<file path="src/rtl/prog_loader_pkg.sv">
// Shared types and constants for the byte-stream program loader.
// Holds the FSM state encoding and frame field widths.
// Imported by the interface-facing top module.
package prog_loader_pkg;

  localparam int FRAME_LEN_BYTES = 2;
  localparam int CKSUM_W         = 8;
  localparam int LEN_W           = 8 * FRAME_LEN_BYTES;

  typedef enum logic [3:0] {
    S_IDLE,
    S_LEN_HI,
    S_LEN_LO,
    S_DATA_HI,
    S_DATA_LO,
    S_WRITE,
    S_CKSUM,
    S_DONE,
    S_ERROR
  } loader_state_t;

  // States from which a start request begins a new frame.
  function automatic logic is_restartable(input loader_state_t s);
    return (s == S_IDLE) || (s == S_DONE) || (s == S_ERROR);
  endfunction

endpackage

</file>
<file path="src/rtl/prog_loader_if.sv">
// Byte-stream input and instmem write port of the program loader.
// Pure wiring, no latency.
// Stream side is valid/ready; the write port has no backpressure.
interface prog_loader_if #(
  parameter int ADDR_W = 16
);
  logic              in_valid;
  logic [7:0]        in_data;
  logic              in_ready;
  logic [ADDR_W-1:0] mem_waddr;
  logic [15:0]       mem_wdata;
  logic              mem_we;

  // Loader side: consumes the byte stream, drives the instmem write port.
  modport master (
    input  in_valid, in_data,
    output in_ready, mem_waddr, mem_wdata, mem_we
  );

  // Environment side: byte source and instmem.
  modport slave (
    output in_valid, in_data,
    input  in_ready, mem_waddr, mem_wdata, mem_we
  );
endinterface

</file>
<file path="src/rtl/prog_loader.sv">
// Loads a framed program (LEN, words, XOR checksum) into instmem, holds CPU until verified.
// One byte per cycle when streaming; each word adds a 1-cycle WRITE, so 1 word per 3 cycles.
// Stalls indefinitely on in_valid=0; in_ready is low outside byte-accepting states.
module prog_loader
  import prog_loader_pkg::*;
#(
  parameter int                ADDR_W    = 16,
  parameter int                MAX_WORDS = 1024,
  parameter logic [ADDR_W-1:0] BASE_ADDR = '0
) (
  input  logic              clk,
  input  logic              rst,
  input  logic              start,
  prog_loader_if.master     bus,
  output logic              cpu_hold,
  output logic              busy,
  output logic              done,
  output logic              err,
  output logic [ADDR_W-1:0] words_loaded
);

  loader_state_t      state_q, state_d;
  logic [LEN_W-1:0]   len_q, len_d;
  logic [7:0]         hi_q, hi_d;
  logic [LEN_W-1:0]   cnt_q, cnt_d;
  logic [CKSUM_W-1:0] acc_q, acc_d;
  logic [ADDR_W-1:0]  waddr_q, waddr_d;
  logic [15:0]        wdata_q, wdata_d;
  logic               we_q, we_d;
  logic               hold_q, hold_d;
  logic               busy_q, busy_d;
  logic               done_q, done_d;
  logic               err_q, err_d;

  logic               accept;
  logic [LEN_W-1:0]   new_len;
  logic [LEN_W-1:0]   cnt_inc;

  // Ready depends only on state so the source never sees a combinational loop.
  always_comb begin
    bus.in_ready = (state_q == S_LEN_HI) || (state_q == S_LEN_LO) ||
                   (state_q == S_DATA_HI) || (state_q == S_DATA_LO) ||
                   (state_q == S_CKSUM);
  end

  assign accept  = bus.in_valid & bus.in_ready;
  assign new_len = {len_q[LEN_W-1:8], bus.in_data};
  assign cnt_inc = cnt_q + 1'b1;

  // Next-state and next-output logic for the frame parser.
  always_comb begin
    state_d = state_q;
    len_d   = len_q;
    hi_d    = hi_q;
    cnt_d   = cnt_q;
    acc_d   = acc_q;
    waddr_d = waddr_q;
    wdata_d = wdata_q;
    we_d    = 1'b0;
    hold_d  = hold_q;
    busy_d  = busy_q;
    done_d  = done_q;
    err_d   = err_q;

    if (is_restartable(state_q)) begin
      if (start) begin
        state_d = S_LEN_HI;
        cnt_d   = '0;
        acc_d   = '0;
        hold_d  = 1'b1;
        busy_d  = 1'b1;
        done_d  = 1'b0;
        err_d   = 1'b0;
      end
    end else begin
      case (state_q)
        S_LEN_HI: if (accept) begin
          len_d[LEN_W-1:8] = bus.in_data;
          acc_d            = acc_q ^ bus.in_data;
          state_d          = S_LEN_LO;
        end
        S_LEN_LO: if (accept) begin
          len_d = new_len;
          acc_d = acc_q ^ bus.in_data;
          if (new_len == '0) begin
            state_d = S_CKSUM;
          end else if (new_len > LEN_W'(MAX_WORDS)) begin
            // Oversized frame: reject before touching instmem.
            state_d = S_ERROR;
            busy_d  = 1'b0;
            err_d   = 1'b1;
            hold_d  = 1'b1;
          end else begin
            state_d = S_DATA_HI;
          end
        end
        S_DATA_HI: if (accept) begin
          hi_d    = bus.in_data;
          acc_d   = acc_q ^ bus.in_data;
          state_d = S_DATA_LO;
        end
        S_DATA_LO: if (accept) begin
          wdata_d = {hi_q, bus.in_data};
          waddr_d = BASE_ADDR + ADDR_W'(cnt_q);
          acc_d   = acc_q ^ bus.in_data;
          we_d    = 1'b1;
          state_d = S_WRITE;
        end
        S_WRITE: begin
          cnt_d   = cnt_inc;
          state_d = (cnt_inc == len_q) ? S_CKSUM : S_DATA_HI;
        end
        S_CKSUM: if (accept) begin
          busy_d = 1'b0;
          if (bus.in_data == acc_q) begin
            state_d = S_DONE;
            hold_d  = 1'b0;
            done_d  = 1'b1;
          end else begin
            state_d = S_ERROR;
            hold_d  = 1'b1;
            err_d   = 1'b1;
          end
        end
        default: state_d = S_IDLE;
      endcase
    end
  end

  // State and registered outputs; reset aborts any frame and keeps the CPU held.
  always_ff @(posedge clk or negedge rst) begin
    if (!rst) begin
      state_q <= S_IDLE;
      len_q   <= '0;
      hi_q    <= '0;
      cnt_q   <= '0;
      acc_q   <= '0;
      waddr_q <= BASE_ADDR;
      wdata_q <= '0;
      we_q    <= 1'b0;
      hold_q  <= 1'b1;
      busy_q  <= 1'b0;
      done_q  <= 1'b0;
      err_q   <= 1'b0;
    end else begin
      state_q <= state_d;
      len_q   <= len_d;
      hi_q    <= hi_d;
      cnt_q   <= cnt_d;
      acc_q   <= acc_d;
      waddr_q <= waddr_d;
      wdata_q <= wdata_d;
      we_q    <= we_d;
      hold_q  <= hold_d;
      busy_q  <= busy_d;
      done_q  <= done_d;
      err_q   <= err_d;
    end
  end

  assign bus.mem_waddr = waddr_q;
  assign bus.mem_wdata = wdata_q;
  assign bus.mem_we    = we_q;
  assign cpu_hold      = hold_q;
  assign busy          = busy_q;
  assign done          = done_q;
  assign err           = err_q;
  assign words_loaded  = ADDR_W'(cnt_q);

endmodule

</file>
<file path="src/flat_wrapper.sv">
// flat-port wrapper written by rule: the top's interface ports become plain ports
module prog_loader_flat import prog_loader_pkg::*;
#(
  parameter int                ADDR_W    = 16,
  parameter int                MAX_WORDS = 1024,
  parameter logic [ADDR_W-1:0] BASE_ADDR = '0
)
  (clk, rst, start, cpu_hold, busy, done, err, words_loaded, bus_in_valid, bus_in_data, bus_in_ready, bus_mem_waddr, bus_mem_wdata, bus_mem_we);
  prog_loader_if #(.ADDR_W(ADDR_W)) bus_i ();
  input  logic clk;
  input  logic rst;
  input  logic start;
  output logic cpu_hold;
  output logic busy;
  output logic done;
  output logic err;
  output logic [ADDR_W-1:0] words_loaded;
  input wire logic [$bits(bus_i.in_valid)-1:0] bus_in_valid;
  input wire logic [$bits(bus_i.in_data)-1:0] bus_in_data;
  output wire logic [$bits(bus_i.in_ready)-1:0] bus_in_ready;
  output wire logic [$bits(bus_i.mem_waddr)-1:0] bus_mem_waddr;
  output wire logic [$bits(bus_i.mem_wdata)-1:0] bus_mem_wdata;
  output wire logic [$bits(bus_i.mem_we)-1:0] bus_mem_we;
  assign bus_i.in_valid = bus_in_valid;
  assign bus_i.in_data = bus_in_data;
  assign bus_in_ready = bus_i.in_ready;
  assign bus_mem_waddr = bus_i.mem_waddr;
  assign bus_mem_wdata = bus_i.mem_wdata;
  assign bus_mem_we = bus_i.mem_we;
  prog_loader #(.ADDR_W(ADDR_W), .MAX_WORDS(MAX_WORDS), .BASE_ADDR(BASE_ADDR)) u_core (.clk(clk), .rst(rst), .start(start), .bus(bus_i), .cpu_hold(cpu_hold), .busy(busy), .done(done), .err(err), .words_loaded(words_loaded));
endmodule
</file>
<file path="config.mk">
export PLATFORM = sky130hd
export DESIGN_NAME = prog_loader_flat
export DESIGN_NICKNAME = d
export VERILOG_FILES = /design/src/rtl/prog_loader_pkg.sv /design/src/rtl/prog_loader_if.sv /design/src/rtl/prog_loader.sv /design/src/flat_wrapper.sv
export SDC_FILE = /design/constraint.sdc
export NUM_CORES = 1
export LEC_CHECK = 0
export ABC_AREA = 1
export BUFFER_PORTS_ARGS = -buffer_cell sky130_fd_sc_hd__clkbuf_2
export CORE_MARGIN = 2
export CORE_UTILIZATION = 63
export CTS_BUF_LIST = sky130_fd_sc_hd__clkbuf_4 sky130_fd_sc_hd__clkbuf_8
export DETAILED_ROUTE_END_ITERATION = 6
export PLACE_DENSITY = 0.95
export SLEW_MARGIN = 20
export SYNTH_ARGS = -nofsm -noshare
export SYNTH_HDL_FRONTEND = slang
export SYNTH_SLANG_ARGS = --single-unit
</file>
<file path="constraint.sdc">
create_clock -name clk -period 3.3 [get_ports clk]
set_input_delay 0.825 -clock clk [delete_from_list [all_inputs] [get_ports clk]]
set_output_delay 0.825 -clock clk [all_outputs]
set_load 0.02 [all_outputs]
</file>
Yosys cells after proc, flatten, opt, wreduce, memory -nomap -nowiden. Cells that the tools add are included.

Bitwise logic cells: 4. Reductions and logical operators: 25. Magnitude comparators: 1. Equality and inequality tests: 19. Add/subtract/negate cells: 1. Mux-type cells: 47.

Operators with widths (count): $mux 16 (3); $mux 4 (10); $mux 8 (5); $pmux 4 s6 (1); $mux 1 (23); $add 16x1->16 const B (1); $eq 16x16->1 (1); $eq 4x3->1 const B (4); $gt 16x11->1 const B (1); $logic_not 16->1 (1); $pmux 8 s2 (1); $ne 3x2->1 const B (5); $reduce_and 3->1 (4); $reduce_and 6->1 (2); $reduce_bool 2->1 (5); $ne 3x3->1 const B (3); $eq 4x2->1 const B (2); $eq 8x8->1 (1); $reduce_and 4->1 (2); $xor 8x8->8 (1); $reduce_and 7->1 (1); $logic_or 1x1->1 (6); $pmux 1 s2 (3); $eq 4x1->1 const B (1); 9 further kinds (10).

Input bits: 12. Output and inout bits: 54. Word-level logic and storage cells: 110. Flip-flop bits (word level): 89.

Longest topological paths before layout.
Depth after elaboration: 9. Mapped depth: 16. Gate-level depth less buffers: 16.

Least setup slack after synthesis. OpenSTA, ideal clock, no wires.

Kind: flip-flop to flip-flop. Start: register u_core.cnt_q[0], in the netlist u_core.words_loaded[0]. End: register u_core.state_q[2]. Clock period less this slack: 1.872 ns. Buffers on the path: 0. Data arrival time: 1.807 ns. Setup slack: 1.428 ns. Required time: 3.235 ns. Setup time: 0.065 ns. Stages on the path, launching flop included: 15. Cells stage by stage: dfrtp_1 ha_1 nand2_2 nor2_4 nand2_2 nor2_1 nand2_1 nand2_1 xor2_1 nand2_1 nor2_1 nand3_1 nand2_1 nand2_1 nand2_1.

Word-level cells in the longest chain between the ends: 5.

Ends and longest elaborated chain: start, declared (line prog_loader.sv:25) `logic [LEN_W-1:0] cnt_q, cnt_d;`; start signal, assigned (line prog_loader.sv:149) `cnt_q <= cnt_d;`; $add 16x1->16 (line prog_loader.sv:48) `assign cnt_inc = cnt_q + 1'b1;`; $eq 16x16->1 (line prog_loader.sv:111) `state_d = (cnt_inc == len_q) ? S_CKSUM : S_DATA_HI;`; $mux 3 (line prog_loader.sv:111); $pmux 4 s6 (line prog_loader.sv:76) `case (state_q)`; $mux 4 (line prog_loader.sv:65) `if (is_restartable(state_q)) begin`; end signal, assigned (line prog_loader.sv:146) `state_q <= state_d;`; end, declared (line prog_loader.sv:22) `loader_state_t state_q, state_d;`.

No other way between the ends. A chain may end at the register's enable or synchronous reset.

Worst setup path in the final report.
Start: register u_core.state_q[1]. End: output port bus_in_ready.

Word-level cells in the longest chain between the ends: 5. Elaborated cells on any way between the ends: 9.

Ends and longest elaborated chain: $eq 4x1->1 / $eq 4x2->1 (equally long branches) (line prog_loader.sv:41) `bus.in_ready = (state_q == S_LEN_HI) || (state_q == S_LEN_LO) ||`; $logic_or 1x1->1 (2 in a row) (line prog_loader.sv:41); $logic_or 1x1->1 (line prog_loader.sv:42) `(state_q == S_DATA_HI) || (state_q == S_DATA_LO) ||`; $logic_or 1x1->1 (*) (line prog_loader.sv:42); end, declared (line flat_wrapper.sv:20) `output wire logic [$bits(bus_i.in_ready)-1:0] bus_in_ready;`.

Mark *: on every way between the ends. The rest lies on a longest branch, timed or not.

==> results.md <==
- Cell taking the most area after synthesis: sky130_fd_sc_hd__dfrtp_1
- ANT cells: 0
- CP cell instances: inv_1, nor2_1, inv_1, nor2_1, inv_1, nand2_2, clkbuf_2
- Per-instance average area after synthesis: 7.96 um^2
- Final min period: 2.43 ns
- Final setup vio count: 0
- Clock Tree Root: sky130_fd_sc_hd__clkbuf_8
- Crit-path max FO: 5
- Routed wire length: 10.8 mm
- Endpoints failing hold: 0
- Global router's overall resource usage: 29.8%
- # resized after CTS: 0
- DRC errors left: 0
- Portion of synthesized cell area occupied by the leading cell type: 50.7%
- Clock transition at the register clock pins on the worst setup and hold paths after CTS: 0.09 ns
- Post-CTS setup repair buffer count: 0
- Setup Skew: 0.0136 ns
- Antenna violations before repair: 0
- Final core utilization: 73.6%
- Number of top-level pins: 66
- Insertion delay to the later sink of the worst-skew pair: 0.37 ns
- Post-synth cell types: 30
- Residual antenna-violating net count after detailed routing: 0
- Worst Path Class, Setup: reg2out
- Number of search-and-repair iterations in the first detailed-routing pass: 5
- Hold buffers post-CTS: 0
- Largest net degree at the start of global routing: 90
- Type of origin of the critical path: register
- Endpoint type of the worst setup path: primary output
- Cell mode on critical path: sky130_fd_sc_hd__inv_1
- Post-synthesis instance area: 4350 um^2
- Final TNS setup: 0 ns
- Layout cell share with drive strength beyond 1: 18.3%
- Total of buffers placed on input and output ports: 65
- Relative slew margins: 46.6%
- Max Freq: 0.411 GHz
- Initial Util: 64.7%
- Final weighted congestion in routability-driven placement: 0.903
- Drt wl/cell: 15.6 um
- Final critical-path share of the clock period: 73.7%
- Global-route wire length before repair: 17.4 mm
- Proportion of synthesized flip-flops having asynchronous set or reset: 100%
- H-Tree Depth: 3
- HPWL reported at the end of detailed placement: 7.55 mm
- Total of warnings raised by yosys: 0
- Clock tree from TritonCTS: done
- Num CTS Buffers: 9
- Starting DRC count in detailed routing: 367
- Total number of vias: 4,106
- Flop and latch count out of synthesis: 89
- Transition time at the pin with the least slew margin: 0.798 ns
- Post-synth EDFFs: 0
- Residual overflow from global routing: 0
- Slew Viols, Final: 0
- Top library cells by usage in the layout, fill and taps aside: 161 x sky130_fd_sc_hd__nand2_1, 88 x sky130_fd_sc_hd__dfrtp_1, 67 x sky130_fd_sc_hd__inv_1, 67 x sky130_fd_sc_hd__o21ai_0, 64 x sky130_fd_sc_hd__clkbuf_2
- Die span in y: 87.1 um
- Vias in the first global route: 3,823
- Final net count: 624
- Critical Path Max Stage Delay: 0.38 ns
- Run status: finished clean
- Leading cell type in the layout, fill and taps excluded: sky130_fd_sc_hd__nand2_1
- Leakage power figure: 2.49 nW
- X dimension of the die: 87.1 um
- Cell with the largest stage delay on the worst path: sky130_fd_sc_hd__dfrtp_1
- Row count: 30
- Filler cell count: 487
- Unrepaired setup endpoints after global routing: false
- Total die area: 7580 um^2
- Layout overhead on the synthesized area: 13.8%
- Data arrival time of the critical path: 1.61 ns
- Data required, critical path: 2.47 ns
- Ranking of synthesized cells by area: sky130_fd_sc_hd__dfrtp_1 51%, sky130_fd_sc_hd__nand2_1 14%, sky130_fd_sc_hd__o21ai_0 7.7%, sky130_fd_sc_hd__inv_1 5.8%, sky130_fd_sc_hd__nand3_1 5.0%
- Number of max-cap violations: 0
- Number of instances in the synthesized netlist: 546
- Floorplan core area: 6720 um^2
- Main synth FF type: sky130_fd_sc_hd__dfrtp_1
- Mean number of vias per cell: 5.90
- Power density cells: 827 nW/um^2
- Net count of the mapped netlist: 559
- Sequential area share after synthesis: 51.3%
- Maximum ir drop on the vdd rail: 0.609 mV
- Type of the worst min-delay path: reg2reg
- TritonCTS Sinks: 89
- Max clock buf depth: 2
- Hold_ws: 0.479 ns
## synth_stat cells (2+ instances only)
cell type                  number
sky130_fd_sc_hd__o22ai_1        9
sky130_fd_sc_hd__nand3b_1       2
sky130_fd_sc_hd__o21ai_0       67
sky130_fd_sc_hd__buf_2          6
sky130_fd_sc_hd__nand3_1       43
sky130_fd_sc_hd__clkbuf_1       5
sky130_fd_sc_hd__inv_1         67
sky130_fd_sc_hd__xor2_1         9
sky130_fd_sc_hd__nand2_2        8
sky130_fd_sc_hd__o21ai_1        3
sky130_fd_sc_hd__inv_2          4
sky130_fd_sc_hd__dfrtp_1       88
sky130_fd_sc_hd__nor2_4         3
sky130_fd_sc_hd__nor2_2        11
sky130_fd_sc_hd__nand2_1      161
sky130_fd_sc_hd__xnor2_1        2
sky130_fd_sc_hd__nor2_1        27
sky130_fd_sc_hd__a21oi_1        6
sky130_fd_sc_hd__nor3_1         6
sky130_fd_sc_hd__nand4_1        9
## report_power, final
| group | switching, mW | internal, mW |
|---|---|---|
| combinational | 1.08 | 0.499 |
| sequential | 0.246 | 1.47 |
| clock | 0.401 | 0.395 |
## sequential cells by signal, summed over array words and instances, names as in the netlist
name,flops
u_core.acc_q,8
u_core.len_q,16
u_core.cpu_hold,1
u_core.err,1
u_core.bus.mem_wdata,16
u_core.bus.mem_we,1
u_core.bus.mem_waddr,16
u_core.state_q,4
u_core.busy,1
u_core.words_loaded,16
u_core.hi_q,8
u_core.done,1
## through the flow
| stage | instance area, um^2 | worst slack (ns) | power [mW] | instances |
|---|---|---|---|---|
| global placement | 4730 | 1.11 | 3.20 | 680 |
| CTS | 4940 | 0.881 | 4.08 | 696 |
| floorplan | 4350 | 1.43 | 2.79 | 546 |
| finish | 4950 | 0.868 | 4.09 | 696 |
| detailed placement | 4730 | 1.03 | 3.28 | 680 |
| global route | 4950 | 0.780 | 4.35 | 696 |
## worst paths after layout
kind	startpoint	to	slack [ns]	cells past startpoint
max in group asynchronous	rst	u_core.len_q[1]$_DFFE_PN0P_	2.24	1
min reg2reg	u_core.bus.mem_wdata[14]$_DFFE_PN0P_	u_core.bus.mem_wdata[14]$_DFFE_PN0P_	0.48	2
min	u_core.bus.mem_wdata[14]$_DFFE_PN0P_	u_core.bus.mem_wdata[14]$_DFFE_PN0P_	0.48	2
max	u_core.state_q[1]$_DFFE_PN0P_	bus_in_ready	0.87	7
max reg2reg	u_core.state_q[0]$_DFFE_PN0P_	u_core.words_loaded[5]$_DFFE_PN0P_	1.09	8
min in group asynchronous	rst	u_core.bus.mem_waddr[6]$_DFFE_PN0P_	0.49	1
## kinds of logic (layout without fill, tap and decap cells)
family | count (synthesis) | after routing | share of synthesized area [%]
buffers and inverters | 84 | 154 | 7.51
adder cells (fa/ha/maj) | 1 | 1 | 0.288
XOR/XNOR | 12 | 12 | 2.73
AO/OA/AOI/OAI | 87 | 87 | 10.6
flip-flops | 89 | 89 | 51.3
AND/OR/NAND/NOR | 273 | 273 | 27.6
## per-layer routing
metal  vias to the layer above  track usage [%]  wire, um
met5                         -                0         0
met4                         0             16.2       434
met3                        50             4.74       941
met1                      1929             39.3      4220
li1                       1872                -         -
met2                       255             47.4      5230
## area by class of cell
cell class | count | area [um^2] | share of cell area (%)
Sequential cell | 89 | 2230 | 45.0
Multi-Input combinational cell | 373 | 1790 | 36.2
Timing Repair Buffer | 67 | 347 | 7.01
Inverter | 71 | 267 | 5.39
Clock buffer | 11 | 151 | 3.06
Tap cell | 80 | 100 | 2.02
Clock inverter | 5 | 62.6 | 1.26
## worst max-delay path: cells and delay by family (launching register included)
kind / cells / cell delay, ns
buf+inv: 4 / 0.45
flops: 1 / 0.38
simple gates: 3 / 0.41
No activity file was read; power rests on OpenSTA's default activity.
